--- src/rtl/bin_to_7seg_display_pkg.sv ---
// Shared display definitions: segment constants, the digit code table and
// the conversion FSM state type.
package bin_to_7seg_display_pkg;

  // Active-low segment patterns, bit order g..a (bit 6 = g).
  localparam logic [6:0] SEG_BLANK = 7'h7F;
  localparam logic [6:0] SEG_DASH  = 7'h3F;

  // Nibble -> segments; codes 10..15 are not decimal digits and stay dark.
  localparam logic [6:0] SEG_DIGIT [16] = '{
    7'h40, 7'h79, 7'h24, 7'h30, 7'h19, 7'h12, 7'h02, 7'h78,
    7'h00, 7'h10, 7'h7F, 7'h7F, 7'h7F, 7'h7F, 7'h7F, 7'h7F
  };

  typedef enum logic [1:0] {
    IDLE   = 2'd0,
    SHIFT  = 2'd1,
    UPDATE = 2'd2
  } state_t;

endpackage

--- src/rtl/bin_to_7seg_display_if.sv ---
// Request/status bundle between the score/timing logic and the display block.
interface bin_to_7seg_display_if #(
  parameter int BIN_WIDTH  = 14,
  parameter int NUM_DIGITS = 4
);
  logic                    load;
  logic [BIN_WIDTH-1:0]    bin_value;
  logic                    lz_blank;
  logic                    blink_en;
  logic                    busy;
  logic                    done;
  logic                    overflow;
  logic [NUM_DIGITS*7-1:0] seg_out;

  modport master (
    output load, bin_value, lz_blank, blink_en,
    input  busy, done, overflow, seg_out
  );

  modport slave (
    input  load, bin_value, lz_blank, blink_en,
    output busy, done, overflow, seg_out
  );
endinterface

--- src/rtl/bin_to_7seg_display_bcd_seg_enc.sv ---
// Single-digit decoder: BCD nibble to active-low seven-segment pattern.
module bcd_seg_enc
  import bin_to_7seg_display_pkg::*;
(
  input  logic [3:0] nibble,
  output logic [6:0] seg
);

  // Table lookup; non-decimal nibbles map to a dark digit via the table.
  always_comb begin
    seg = SEG_DIGIT[nibble];
  end

endmodule

--- src/rtl/bin_to_7seg_display.sv ---
// Binary to multi-digit seven-segment display: sequential double-dabble
// conversion, leading-zero blanking, overflow dashes and blink.
module bin_to_7seg_display
  import bin_to_7seg_display_pkg::*;
#(
  parameter int BIN_WIDTH  = 14,
  parameter int NUM_DIGITS = 4,
  parameter int BLINK_DIV  = 25_000_000
) (
  input  logic                  clk,
  input  logic                  rst_n,
  bin_to_7seg_display_if.slave  bus
);

  localparam int BW = 4 * NUM_DIGITS;
  localparam int CW = $clog2(BIN_WIDTH + 1);
  localparam int DW = (BLINK_DIV > 2) ? $clog2(BLINK_DIV) : 1;

  state_t                  state;
  logic [BIN_WIDTH-1:0]    shift_reg, shift_step;
  logic [BW-1:0]           bcd_reg, bcd_adj, bcd_step;
  logic [BW-1:0]           disp_bcd_reg, disp_bcd_next;
  logic [CW-1:0]           cnt_reg;
  logic                    sticky_reg, sticky_step, carry;
  logic                    disp_ovf_reg, disp_ovf_next, disp_load;
  logic                    busy_reg, done_reg;
  logic [DW-1:0]           blink_cnt_reg;
  logic                    blink_phase_reg, blink_phase_next, blink_wrap;
  logic [NUM_DIGITS*7-1:0] seg_reg, seg_next;
  logic [NUM_DIGITS-1:0]   zero_above;

  // Double-dabble add-3 correction on every nibble, then shift left by one.
  for (genvar gi = 0; gi < NUM_DIGITS; gi++) begin : g_adj
    assign bcd_adj[4*gi +: 4] = (bcd_reg[4*gi +: 4] >= 4'd5) ?
                                bcd_reg[4*gi +: 4] + 4'd3 : bcd_reg[4*gi +: 4];
  end
  assign {carry, bcd_step, shift_step} = {bcd_adj, shift_reg, 1'b0};
  assign sticky_step = sticky_reg | carry;

  // The final shift result goes straight into the display registers so the
  // new digits and the done pulse appear together in the UPDATE cycle.
  assign disp_load     = (state == SHIFT) && (cnt_reg == CW'(1));
  assign disp_bcd_next = disp_load ? bcd_step    : disp_bcd_reg;
  assign disp_ovf_next = disp_load ? sticky_step : disp_ovf_reg;

  assign blink_wrap       = (blink_cnt_reg == DW'(BLINK_DIV - 1));
  assign blink_phase_next = blink_phase_reg ^ blink_wrap;

  // Per-digit segment selection: blink, overflow dashes, leading-zero blank.
  for (genvar gi = 0; gi < NUM_DIGITS; gi++) begin : g_digit
    logic [6:0] digit_seg;

    if (gi == NUM_DIGITS - 1) begin : g_top
      assign zero_above[gi] = (disp_bcd_next[4*gi +: 4] == 4'd0);
    end else begin : g_lower
      assign zero_above[gi] = (disp_bcd_next[4*gi +: 4] == 4'd0) && zero_above[gi+1];
    end

    bcd_seg_enc u_enc (
      .nibble (disp_bcd_next[4*gi +: 4]),
      .seg    (digit_seg)
    );

    assign seg_next[7*gi +: 7] =
      (bus.blink_en && blink_phase_next)           ? SEG_BLANK :
      disp_ovf_next                                ? SEG_DASH  :
      ((gi != 0) && bus.lz_blank && zero_above[gi]) ? SEG_BLANK :
                                                     digit_seg;
  end

  // Conversion FSM with registered busy/done and display registers.
  always_ff @(posedge clk or negedge rst_n) begin
    if (!rst_n) begin
      state        <= IDLE;
      shift_reg    <= '0;
      bcd_reg      <= '0;
      cnt_reg      <= '0;
      sticky_reg   <= 1'b0;
      busy_reg     <= 1'b0;
      done_reg     <= 1'b0;
      disp_bcd_reg <= '0;
      disp_ovf_reg <= 1'b0;
    end else begin
      disp_bcd_reg <= disp_bcd_next;
      disp_ovf_reg <= disp_ovf_next;
      case (state)
        IDLE: begin
          done_reg <= 1'b0;
          if (bus.load) begin
            shift_reg  <= bus.bin_value;
            bcd_reg    <= '0;
            sticky_reg <= 1'b0;
            cnt_reg    <= CW'(BIN_WIDTH);
            busy_reg   <= 1'b1;
            state      <= SHIFT;
          end
        end
        SHIFT: begin
          shift_reg  <= shift_step;
          bcd_reg    <= bcd_step;
          sticky_reg <= sticky_step;
          cnt_reg    <= cnt_reg - CW'(1);
          if (disp_load) begin
            done_reg <= 1'b1;
            state    <= UPDATE;
          end
        end
        UPDATE: begin
          done_reg <= 1'b0;
          busy_reg <= 1'b0;
          state    <= IDLE;
        end
        default: state <= IDLE;
      endcase
    end
  end

  // Free-running blink divider; phase flips on each wrap.
  always_ff @(posedge clk or negedge rst_n) begin
    if (!rst_n) begin
      blink_cnt_reg   <= '0;
      blink_phase_reg <= 1'b0;
    end else begin
      blink_cnt_reg   <= blink_wrap ? '0 : blink_cnt_reg + DW'(1);
      blink_phase_reg <= blink_phase_next;
    end
  end

  // Registered segment outputs, dark out of reset.
  always_ff @(posedge clk or negedge rst_n) begin
    if (!rst_n) begin
      seg_reg <= '1;
    end else begin
      seg_reg <= seg_next;
    end
  end

  assign bus.busy     = busy_reg;
  assign bus.done     = done_reg;
  assign bus.overflow = disp_ovf_reg;
  assign bus.seg_out  = seg_reg;

endmodule

--- src/flat_wrapper.sv ---
// flat-port wrapper written by rule: the top's interface ports become plain ports
module bin_to_7seg_display_flat import bin_to_7seg_display_pkg::*;
#(
  parameter int BIN_WIDTH  = 14,
  parameter int NUM_DIGITS = 4,
  parameter int BLINK_DIV  = 25_000_000
)
  (clk, rst_n, bus_load, bus_bin_value, bus_lz_blank, bus_blink_en, bus_busy, bus_done, bus_overflow, bus_seg_out);
  bin_to_7seg_display_if #(.BIN_WIDTH(BIN_WIDTH), .NUM_DIGITS(NUM_DIGITS)) bus_i ();
  input  logic clk;
  input  logic rst_n;
  input wire logic [$bits(bus_i.load)-1:0] bus_load;
  input wire logic [$bits(bus_i.bin_value)-1:0] bus_bin_value;
  input wire logic [$bits(bus_i.lz_blank)-1:0] bus_lz_blank;
  input wire logic [$bits(bus_i.blink_en)-1:0] bus_blink_en;
  output wire logic [$bits(bus_i.busy)-1:0] bus_busy;
  output wire logic [$bits(bus_i.done)-1:0] bus_done;
  output wire logic [$bits(bus_i.overflow)-1:0] bus_overflow;
  output wire logic [$bits(bus_i.seg_out)-1:0] bus_seg_out;
  assign bus_i.load = bus_load;
  assign bus_i.bin_value = bus_bin_value;
  assign bus_i.lz_blank = bus_lz_blank;
  assign bus_i.blink_en = bus_blink_en;
  assign bus_busy = bus_i.busy;
  assign bus_done = bus_i.done;
  assign bus_overflow = bus_i.overflow;
  assign bus_seg_out = bus_i.seg_out;
  bin_to_7seg_display #(.BIN_WIDTH(BIN_WIDTH), .NUM_DIGITS(NUM_DIGITS), .BLINK_DIV(BLINK_DIV)) u_core (.clk(clk), .rst_n(rst_n), .bus(bus_i));
endmodule
--- config.mk ---
export PLATFORM = sky130hd
export DESIGN_NAME = bin_to_7seg_display_flat
export DESIGN_NICKNAME = d
export VERILOG_FILES = /design/src/rtl/bin_to_7seg_display_pkg.sv /design/src/rtl/bin_to_7seg_display_if.sv /design/src/rtl/bin_to_7seg_display_bcd_seg_enc.sv /design/src/rtl/bin_to_7seg_display.sv /design/src/flat_wrapper.sv
export SDC_FILE = /design/constraint.sdc
export NUM_CORES = 1
export LEC_CHECK = 0
export CAP_MARGIN = 10
export CORE_MARGIN = 1
export CORE_UTILIZATION = 55
export DETAILED_ROUTE_END_ITERATION = 16
export MAX_ROUTING_LAYER = met4
export PLACE_DENSITY = 0.77
export SYNTH_ARGS = -nofsm -noshare
export SYNTH_HDL_FRONTEND = slang
export SYNTH_SLANG_ARGS = --single-unit
--- constraint.sdc ---
create_clock -name clk -period 4.16 [get_ports clk]
set_input_delay 0.832 -clock clk [delete_from_list [all_inputs] [get_ports clk]]
set_output_delay 0.832 -clock clk [all_outputs]
set_load 0.01 [all_outputs]
-- After elaboration in Yosys (flattened, before gate mapping)
Memories as Yosys holds them, arrays and structs flattened.
Cells that the tools add are included.
Widths: inputs -> output; s select.
- add/sub/neg operators: 6
- reduce and logical (&&, ||, !) cells: 19
- $lt $le $gt $ge: 8
- bitwise operators: 6
- eq/ne operators: 6
- mux-type cells: 41
- operator list (kind ; count):
    $mux 7 ; 19
    $mux 16 ; 2
    $pmux 16 s2 ; 1
    $pmux 14 s2 ; 1
    $add 25x1->25 const B ; 1
    $eq 25x25->1 const B ; 1
    $mux 25 ; 1
    $ge 5x5->1 const B ; 4
    $mux 4 ; 5
    $not 4->5 ; 4
    $add 4x2->4 const B ; 4
    $ge 4x3->1 const B ; 4
    $mux 14 ; 1
    $logic_not 4->1 ; 3
    $pmux 4 s2 ; 1
    $reduce_and 2->1 ; 4
    $logic_and 1x1->1 ; 7
    $pmux 1 s2 ; 3
    $reduce_bool 2->1 ; 3
    $eq 4x1->1 const B ; 1
    $mux 1 ; 4
    $mux 2 ; 2
    $pmux 2 s2 ; 1
    $sub 4x1->4 const B ; 1
    other kinds (8) ; 8
- logic and storage cells: 102
- memories kept: 4
- bits in registers: 110
- output and inout bits: 31
- input bits: 19
- memory bits (read-only): 448
- memories (name ; depth ; bits a word ; read ports ; clocked after memory_dff ; write ports ; line ; source):
    (no name shown) ; 16 ; 7 ; 1 ; 0 ; 0 ; bin_to_7seg_display_bcd_seg_enc.sv:11 ; seg = SEG_DIGIT[nibble];
    (no name shown) ; 16 ; 7 ; 1 ; 0 ; 0 ; bin_to_7seg_display_bcd_seg_enc.sv:11 ;
    (no name shown) ; 16 ; 7 ; 1 ; 0 ; 0 ; bin_to_7seg_display_bcd_seg_enc.sv:11 ;
    (no name shown) ; 16 ; 7 ; 1 ; 0 ; 0 ; bin_to_7seg_display_bcd_seg_enc.sv:11 ;

-- Longest topological paths before layout
Gate-level depths: netlist of the first run.
- word-level depth: 10
- gate-level depth with buffers: 15
- depth with buffers taken out: 13

-- By module
A second synthesis of the first run with hierarchy kept.
- cell total of the unflattened synthesis: 608
- area, all modules: 5773.0 um2
- by module, submodules not included (module ; area each (um2) ; seq. area each (um2) ; times used ; cells each):
    bin_to_7seg_display ; 4932.2 ; 2787.7 ; 1 ; 476
    bcd_seg_enc ; 210.2 ; 0.0 ; 4 ; 33

-- Least setup slack after synthesis of the first run
Ideal clock, no wire load.
- kind: reg-to-reg
- start: reg u_core.cnt_reg[1]
- end: reg u_core.seg_reg[6], in the netlist u_core.bus.seg_out[6]
- required time: 4.067 ns
- arrival time: 3.048 ns
- path buffers: 2
- period minus slack after synthesis: 3.141 ns
- cell stages (with the launch flop): 14
- slack: 1.019 ns
- library setup time: 0.093 ns
- cells stage by stage: dfrtp_1 > inv_1 > ha_1 > nor3b_1 > nand2_1 > inv_1 > buf_1 > clkbuf_1 > mux2i_1 > inv_1 > ha_1 > or2_2 > a22oi_1 > o31ai_1
- cells in the longest elaborated chain, start to end: 9
- elaborated cells between the ends (all ways): 10
- classes of those cells: eq/ne (1); mux (6); bitwise (1); reduce/logical (1); memory (1)
- RTL lines (what ; line ; source):
    start, declared ; bin_to_7seg_display.sv:23 ; logic [CW-1:0] cnt_reg;
    start signal, assigned ; bin_to_7seg_display.sv:93 ; cnt_reg <= CW'(BIN_WIDTH);
    start signal, assigned ; bin_to_7seg_display.sv:102 ; cnt_reg <= cnt_reg - CW'(1);
    $eq 4x1->1 ; bin_to_7seg_display.sv:42 ; assign disp_load = (state == SHIFT) && (cnt_reg == CW'(1));
    $logic_and 1x1->1 ; bin_to_7seg_display.sv:42 ;
    $mux 16 ; bin_to_7seg_display.sv:43 ; assign disp_bcd_next = disp_load ? bcd_step : disp_bcd_reg;
    named net u_core.disp_bcd_next[1] ; bin_to_7seg_display.sv:22 ; logic [BW-1:0] disp_bcd_reg, disp_bcd_next;
    $not 4->5 (not written as such) ; bin_to_7seg_display_bcd_seg_enc.sv:11 ;
    $mem_v2 16x7 ; - ;
    $mux 7 (not written as such) (2 in series) ; bin_to_7seg_display_bcd_seg_enc.sv:11 ;
    $mux 7 ; bin_to_7seg_display.sv:66 ; disp_ovf_next ? SEG_DASH :
    $mux 7 ; bin_to_7seg_display.sv:65 ; (bus.blink_en && blink_phase_next) ? SEG_BLANK :
    named net u_core.seg_next[6] ; bin_to_7seg_display.sv:29 ; logic [NUM_DIGITS*7-1:0] seg_reg, seg_next;
    end signal, assigned ; bin_to_7seg_display.sv:134 ; seg_reg <= seg_next;
    end, declared ; bin_to_7seg_display.sv:29 ;
The timed path passes the listed nets, and every way through them passes these cells. The select of a mux whose other input is x is not followed.
A chain may end at the register's enable or synchronous reset.

-- Final worst setup path of the first run
- start: reg u_core.bcd_reg[12]
- end: reg u_core.seg_reg[12], in the netlist u_core.bus.seg_out[12]
- cells in the longest elaborated chain, start to end: 10
- elaborated cells between the ends (all ways): 13
- classes of those cells: add/sub (1); order compare (1); mux (6); bitwise (1); reduce/logical (4)
- RTL lines (what ; line ; source):
    start, declared ; bin_to_7seg_display.sv:21 ; logic [BW-1:0] bcd_reg, bcd_adj, bcd_step;
    start signal, assigned ; bin_to_7seg_display.sv:100 ; bcd_reg <= bcd_step;
    $add 4x2->4 / $ge 4x3->1 (equally long branches) ; bin_to_7seg_display.sv:35, bin_to_7seg_display.sv:34 ;
    $mux 4 (*) ; bin_to_7seg_display.sv:34 ; assign bcd_adj[4*gi +: 4] = (bcd_reg[4*gi +: 4] >= 4'd5) ?
    $mux 16 (*) ; bin_to_7seg_display.sv:43 ;
    named net u_core.disp_bcd_next[13] ; bin_to_7seg_display.sv:22 ;
    $logic_not 4->1 (*) ; bin_to_7seg_display.sv:54 ; assign zero_above[gi] = (disp_bcd_next[4*gi +: 4] == 4'd0);
    $logic_and 1x1->1 (*) (2 in series) ; bin_to_7seg_display.sv:56 ; assign zero_above[gi] = (disp_bcd_next[4*gi +: 4] == 4'd0) && zero_above[gi+1];
    $logic_and 1x1->1 (*) ; bin_to_7seg_display.sv:67 ; ((gi != 0) && bus.lz_blank && zero_above[gi]) ? SEG_BLANK :
    $mux 7 (*) ; bin_to_7seg_display.sv:67 ;
    $mux 7 (*) ; bin_to_7seg_display.sv:66 ;
    $mux 7 (*) ; bin_to_7seg_display.sv:65 ;
    named net u_core.seg_next[12] ; bin_to_7seg_display.sv:29 ;
Mark *: on every way through the listed nets, which the timed path passes. The rest lies on a longest branch.

==> results of run 1 <==
[routing by layer]
| layer | up-vias | share of wire [%] | GRT usage, % |
|---|---|---|---|
| met5 | - | 0 | - |
| met4 | 0 | 1.8 | 9.256 |
| met3 | 23 | 4.8 | 4.803 |
| met2 | 126 | 48 | 40.92 |
| met1 | 2267 | 45 | 35.44 |
| li1 | 2258 | - | - |
[placed cells by master, fill, tap and decap left out, types with 9 or more instances in the layout]
cell,n
inv_1,34
nand2_1,75
nand4_1,10
a21oi_1,30
a22oi_1,17
nor2_1,41
nor3_1,13
buf_4,14
ha_1,31
dfstp_2,28
dfrtp_1,82
xor2_1,15
o21ai_0,56
nand3_1,22
clkdlybuf4s50_1,48
xnor2_1,13
a211oi_1,10
clkbuf_8,9
[cell type report]
cell class,count,area (sq um),area share [%]
inverters,35,131.4,1.966
flip-flops and latches,110,2788,41.71
repair buffers,62,585.6,8.762
multi-input cells,445,2821,42.22
clock buffers,9,123.9,1.854
clock inverters,7,62.56,0.9362
well taps,136,170.2,2.546
[cells by family after synthesis]
logic type / Yosys count / share of synthesized area (%)
and+or+nand+nor: 216 / 18.45
AOI/OAI and AO/OA: 163 / 17.83
xor gates and xnor gates: 28 / 4.211
muxes: 7 / 1.246
adders and majority gates: 31 / 6.659
DFF: 110 / 47.86
buffers and inverters: 58 / 3.738
[worst max-delay path, cell delays in order, from the launching register on]
cell      delay, ns
dfrtp_1        0.47
inv_1          0.13
ha_1           0.29
nand2b_1       0.10
a21oi_1        0.33
xnor2_1        0.18
o21ai_0        0.45
inv_1          0.18
ha_1           0.26
nand3_1        0.14
a21oi_1        0.10
a311oi_2       0.50
o21ai_0        0.18
[path summary, 6_finish.rpt]
path | startpoint | endpoint | slack (ns)
min in group asynchronous | rst_n | u_core.shift_reg[7] | 0.50
max in group asynchronous | rst_n | u_core.bus.seg_out[25] | 2.73
worst max register to register | u_core.bcd_reg[12] | u_core.bus.seg_out[12] | 0.76
worst max-delay path | u_core.bcd_reg[12] | u_core.bus.seg_out[12] | 0.76
worst min register to register | u_core.blink_cnt_reg[4] | u_core.blink_cnt_reg[4] | 0.47
worst min-delay path | u_core.blink_cnt_reg[4] | u_core.blink_cnt_reg[4] | 0.47
[power by group through the flow]
stage	clock network (mW)	registers (mW)	logic [mW]
floorplan	0	1.71	1.52
global placement	0	1.74	2.17
detailed placement	0	1.75	2.24
CTS	0.649	1.73	2.25
global route	0.690	1.78	2.55
finish	0.629	1.74	2.28
[stage by stage]
| step | worst slack [ns] | total power, mW | utilization, % | instances |
|---|---|---|---|---|
| floorplan | 1.019 | 3.232 | - | 613 |
| global placement | 1.097 | 3.913 | 63.21 | 788 |
| detailed placement | 0.8621 | 3.992 | 63.21 | 788 |
| CTS | 0.8203 | 4.638 | 65.02 | 804 |
| global route | 0.3996 | 5.022 | 65.02 | 804 |
| finish | 0.7599 | 4.648 | 65.02 | 804 |
==> results.ini, run 1 <==
[floorplan]
io_pins=50
initial_core_util_pct=56.67
die_w_um=104.9
die_y_um=104.9
fp.coreArea_sq_um=10280
die_area_sq_um=11010
rows=37

[timing]
post-route-period-util_pct=81.73
worst_slew_pin_slew_ns=0.8582
min_period_ns=3.400
holdWs_ns=0.4741
rsz0062_at_grt=no
hold_viol=0
finClkSkew_ns=0.02127
setup_tns_ns=0
setup_violations=0
drv_slew=0
slew_headroom_pct=41.15
max_freq_mhz=294.1

[synth]
netlist_area_sq_um=5824
postSynthAreaPerCell_sq_um=9.501
synth.most_common_cell=dfrtp_1
synth-async-reset-ratio_pct=100.0
yosysTopAreaCell=dfrtp_1
synth_flop_cell=dfrtp_1
syn_nets=663
ys_ff_latch=110
synth_cells=613
synth_top_area_share_pct=35.23
seq_area_frac_synth_pct=47.86
ys.warnings.count=0
synth_cell_type_count=56
synth_enable_flop_cells=0
synth_area_leaders=dfrtp_1 (35%), dfstp_2 (13%), ha_1 (6.7%)
ys_top_cells_by_count=dfrtp_1 (82), nand2_1 (75), o21ai_0 (56)

[global_route]
antenna_found_initial=0
grt_usage_pct=26.53
grt_pass1_vias=4566
grt_pass1_wl_um=22470
grt_start_max_net_pins=60
grt_overflow=0

[place]
place_congestion=0.9294
place_area_sq_um=6496
portBuffers=49
hpwlAfterDp_um=9443

[setup_path]
crit_path_end_kind=register
critical_path_peak_fanout=8
required_ns=4.44
crit_arrival_ns=3.68
criticalPathCategory=register to register
rr_worst_depth=12
cp-start-kind=register

[clock_network]
clk_latency_ns=0.40
cts_setup_buffers=0
cts_inserted_buffers=9
cts_hold_buf=0
cts_max_path_buffers=2
cts.sinks=110
htreeDepth=3
cts-root-buf=clkbuf_8
path_clk_slew_ns=0.10
cts_resized=0
cts_tree=built

[power]
p_per_area_nw_per_um2=695.5
power.leakage_nw=2.893
pwr-share-seq_pct=37.4
clock_power_share_pct=13.5
p_sw_share_pct=43.21
power.net_switching_mw=2.008
power_frac_comb_pct=49.1
p_int_mw=2.639
peakVddDrop_v=0.0003897

[hold_path]
min_path_type=register to register
hold_path_depth=1

[cells_and_area]
num-fill-cells=838
fin_area_sq_um=6683
layout-drive-gt1-share_pct=11.23
insertedDiodeCount=0
area.growth.synth_to_final_pct=14.74
final_net_count=713
largest_register_ffs=28

[run]
maxCapViolCount=0

[detailed_routing]
final_antenna_net_count=0
dr.pass1.iters=5
drcViolationCount=0
drt_iter0_drc=244
num_vias=4674
drt-total-wl_um=13180
wl_per_cell_um=16.39
viasPerCell=5.813

[status]
status=complete, no violations

Power figures use the tool's default switching activity.
==> run 2, diff against run 1 <==
- CORE_UTILIZATION: 55 -> 53
- PLACE_DENSITY: 0.77 -> 0.78
- clock period: 4.16 -> 2.9 ns (I/O delays scaled with it)
==> results.ini, run 2 (same netlist as run 1, synthesis figures left out) <==
[status]
status=complete, no violations

[power]
p_sw_share_pct=40.60
peakVddDrop_v=0.0005269
clock_power_share_pct=15.1
p_int_mw=4.140
pwr-share-seq_pct=35.8
power.leakage_nw=3.012
p_per_area_nw_per_um2=1008
power_mw=6.971
power.net_switching_mw=2.830
power_frac_comb_pct=49.0

[setup_path]
required_ns=3.20
critical_path_peak_fanout=23
rr_worst_depth=12
crit_path_end_kind=register
crit_arrival_ns=2.96
reg2reg_slack_ns=0.24
r2r-end=u_core.bus.seg_out[12]
criticalPathCategory=register to register
cp-start-kind=register
r2r-start=u_core.cnt_reg[1]

[floorplan]
initial_core_util_pct=55.42
die_area_sq_um=11410
die_y_um=106.8
rows=37
die_w_um=106.8
fp.coreArea_sq_um=10510
io_pins=50

[place]
place_congestion=0.9231
portBuffers=49
hpwlAfterDp_um=9314

[cells_and_area]
layout_common_cells=dfrtp_1 (81), nand2_1 (74), o21ai_0 (54)
num-fill-cells=823
largest_register_ffs=28
area.growth.synth_to_final_pct=18.71
final_net_count=730
layout-drive-gt1-share_pct=14.45
insertedDiodeCount=0
layout_commonest_cell=dfrtp_1
post-route-util_pct=65.79

[timing]
finClkSkew_ns=0.01138
hold_viol=0
drv_slew=0
slew_headroom_pct=53.65
max_freq_mhz=375.9
post-route-period-util_pct=91.74
holdWs_ns=0.2279
setup_violations=0
min_period_ns=2.660
worst_slew_pin_slew_ns=0.6953
setup_tns_ns=0

[global_route]
grt_start_max_net_pins=57
grt_pass1_wl_um=22690
grt_pass1_vias=4671
grt_overflow=0
antenna_found_initial=0
grt_usage_pct=26.13

[detailed_routing]
drcViolationCount=0
final_antenna_net_count=0
wl_per_cell_um=15.89
dr.pass1.iters=5
drt_iter0_drc=343
viasPerCell=5.800
drt-total-wl_um=13050
num_vias=4762

[clock_network]
path_clk_slew_ns=0.10
cts_max_path_buffers=2
cts-root-buf=clkbuf_8
cts_tree=built
cts_hold_buf=0
cts_setup_buffers=0
clk_latency_ns=0.39
htreeDepth=3
cts_inserted_buffers=9
cts.sinks=110

[run]
maxCapViolCount=0

[hold_path]
min_path_type=input pin to asynchronous set/reset pin

## run 2: worst max-delay path by stage
stage / cells past startpoint / end / from
2_1_floorplan: 13 / u_core.bus.seg_out[14] / u_core.cnt_reg[1]
3_3_place_gp: 7 / u_core.bus.seg_out[22] / u_core.blink_cnt_reg[8]
3_5_place_dp: 12 / u_core.bus.seg_out[12] / u_core.bcd_reg[12]
4_1_cts: 12 / u_core.bus.seg_out[12] / u_core.bcd_reg[12]
5_1_grt: 9 / u_core.bus.seg_out[27] / u_core.bcd_reg[12]
6_report: 12 / u_core.bus.seg_out[12] / u_core.cnt_reg[1]
## run 2: per-layer routing
metal,track usage (%),routed length [um],up-vias
met4,9.100,245,0
met2,40.37,6256,121
met3,6.261,655,25
met5,-,0,-
li1,-,-,2293
met1,33.89,5889,2323
## run 2: worst max-delay path, cell delays in order (launching register included)
cell      delay [ns]
dfrtp_1         0.40
inv_1           0.09
ha_1            0.16
nor3b_2         0.21
nand2_2         0.17
inv_1           0.15
buf_12          0.18
nor2_1          0.07
a21oi_1         0.16
inv_1           0.11
ha_1            0.25
a311oi_2        0.43
o21ai_0         0.17
## run 2: metrics by stage
step | setup WS (ns) | instance area [sq um] | std cells
floorplan | 0.005627 | 5831 | 613
global placement | 0.1653 | 6654 | 805
detailed placement | 0.08959 | 6654 | 805
CTS | 0.04772 | 6887 | 821
global route | -0.005850 | 6914 | 821
finish | 0.2396 | 6914 | 821
## run 2: final cells by class
| class | instances | area, sq um | area share, % |
|---|---|---|---|
| multi-input combinational | 445 | 2853 | 41.26 |
| sequential | 110 | 2789 | 40.34 |
| timing repair buffer | 79 | 738.2 | 10.68 |
| tap | 136 | 170.2 | 2.461 |
| clock buffer | 12 | 155.1 | 2.244 |
| inverter | 35 | 131.4 | 1.900 |
| clock inverter | 4 | 77.57 | 1.122 |
## run 2: power by group through the flow
stage	logic (mW)	registers, mW	clock network (mW)
finish	3.42	2.50	1.05
global route	3.82	2.57	1.14
CTS	3.37	2.49	1.08
detailed placement	3.35	2.51	0
global placement	3.22	2.49	0
floorplan	2.19	2.45	0
## run 2: repair_timing
item	4_1_cts	5_1_grt
hold endpoints to repair	0	0
gates resized for setup	0	10
endpoints found under the setup margin	0	23
==> run 3, diff against run 2 <==
- CORE_ASPECT_RATIO: unset -> 1.75
- MAX_ROUTING_LAYER: met4 -> unset
- RECOVER_POWER: unset -> 100
==> results.ini, run 3 (same netlist as run 1, synthesis figures left out) <==
[global_route]
grt_pass1_vias=4878
grt_pass1_wl_um=22120
grt_usage_pct=25.35
grt_start_max_net_pins=72
antenna_found_initial=0
grt_overflow=0

[cells_and_area]
post-route-util_pct=64.60
fin_area_sq_um=6910
multi_input_area_sq_um=2841
num-fill-cells=856
seqCellArea_sq_um=2790
layout_commonest_cell=dfrtp_1
layout-drive-gt1-share_pct=12.65
fin_cells=818
final_net_count=733
largest_register_ffs=28
layout_common_cells=dfrtp_1 (80), nand2_1 (74), o21ai_0 (55)
area.growth.synth_to_final_pct=18.65
insertedDiodeCount=0

[detailed_routing]
drcViolationCount=0
wl_per_cell_um=16.56
final_antenna_net_count=0
num_vias=4829
drt-total-wl_um=13550
viasPerCell=5.903
drt_iter0_drc=284
dr.pass1.iters=5

[setup_path]
cp_cell_sequence=or4b_1 > or4_1 > nor3_4 > mux2i_2 > clkbuf_1 > a2111oi_4 > o21ai_1
critical_path_peak_fanout=5
max_stage_delay_ns=0.60
r2r-start=u_core.blink_cnt_reg[8]
cp-start-kind=register
critPathSlowestCell=or4_1
criticalPathCategory=register to register
required_ns=3.17
cp_num_buf_inv=1
crit_path_end_kind=register
crit_arrival_ns=3.01
crit_cells=7
r2r-end=u_core.bus.seg_out[17]
crit_family=simple AND/OR/NAND/NOR gates
reg2reg_slack_ns=0.16
rr_worst_depth=7

[floorplan]
die_w_um=81.25
io_pins=50
die_y_um=140.7
initial_core_util_pct=54.44
die_area_sq_um=11430
fp.coreArea_sq_um=10700
rows=50

[power]
peakVddDrop_v=0.0006626
power.leakage_nw=2.928
power.net_switching_mw=2.842
p_per_area_nw_per_um2=1014
clock_power_share_pct=17.0
power_frac_comb_pct=47.3
p_sw_share_pct=40.57
p_int_mw=4.163
pwr-share-seq_pct=35.7

[clock_network]
cts_tree=built
cts.sinks=110
cts_max_path_buffers=2
htreeDepth=3
clk_latency_ns=0.35
cts_inserted_buffers=9
path_clk_slew_ns=0.07
cts-root-buf=clkbuf_16

[timing]
worst_slew_pin_slew_ns=2.185
slew_headroom_pct=-45.65
drv_slew=41
max_freq_mhz=364.5
rsz0062_at_grt=no
setup_violations=0
finClkSkew_ns=0.008590
min_period_ns=2.744
post-route-period-util_pct=94.61
hold_viol=0
setup_slack_ns=0.1562

[hold_path]
min_to=u_core.blink_cnt_reg[4]
hp-start=u_core.blink_cnt_reg[4]
min_path_type=register to register
hold_path_depth=1

[run]
maxCapViolCount=1

[place]
dp.cells=800
hpwlAfterDp_um=10060
place_area_sq_um=6641
preCtsSetupSlack_ns=-0.05622
portBuffers=49
place_congestion=0.9043

[status]
violations=capacitance limit, slew limit
status=finished, violations left

run 3: worst max-delay path by stage:
stage | startpoint | end
2_1_floorplan | u_core.cnt_reg[1] | u_core.bus.seg_out[14]
3_3_place_gp | u_core.blink_cnt_reg[10] | u_core.bus.seg_out[18]
3_5_place_dp | u_core.bcd_reg[12] | u_core.bus.seg_out[10]
4_1_cts | u_core.bcd_reg[12] | u_core.bus.seg_out[17]
5_1_grt | rst_n | u_core.bcd_reg[8]
6_report | u_core.blink_cnt_reg[8] | u_core.bus.seg_out[17]
run 3: layer usage:
metal	GRT usage [%]	vias to the layer above	share of wire, %
met5	0	-	0
met4	12.88	0	3.7
met3	3.560	40	2.8
met2	47.68	110	57
met1	26.12	2380	37
li1	-	2299	-
run 3: timing repair:
action / 4_1_cts / 5_1_grt
setup buffers: 1 / 1
hold buffers: 0 / 0
endpoints found under the setup margin: 3 / 28
gates resized for setup: 0 / 13
pin swaps: 1 / 1
run 3: layout make-up:
type | count | area share (%)
clock buffer | 14 | 3.531
clock inverter | 2 | 0.5070
timing repair buffer | 82 | 10.16
inverter | 35 | 1.955
sequential | 110 | 40.38
tap | 130 | 2.354
multi-input combinational | 445 | 41.12
run 3: power groups by stage:
| stage | Clock [mW] | Combinational (mW) | Sequential [mW] |
|---|---|---|---|
| 2_1_floorplan | 0 | 2.19 | 2.45 |
| 3_3_place_gp | 0 | 3.24 | 2.49 |
| 3_5_place_dp | 0 | 3.36 | 2.52 |
| 4_1_cts | 1.22 | 3.39 | 2.50 |
| 5_1_grt | 1.27 | 3.69 | 2.56 |
| 6_report | 1.19 | 3.31 | 2.50 |
run 3: through the flow:
| stage | setup TNS, ns | hold slack (ns) | power, mW |
|---|---|---|---|
| after floorplan | 0 | 0.2844 | 4.640 |
| after global placement | 0 | 0.4481 | 5.725 |
| after detailed placement | -0.05622 | 0.4574 | 5.884 |
| after CTS | 0 | 0.2293 | 7.102 |
| after global routing | 0 | 0.4845 | 7.527 |
| final | 0 | 0.4671 | 7.005 |
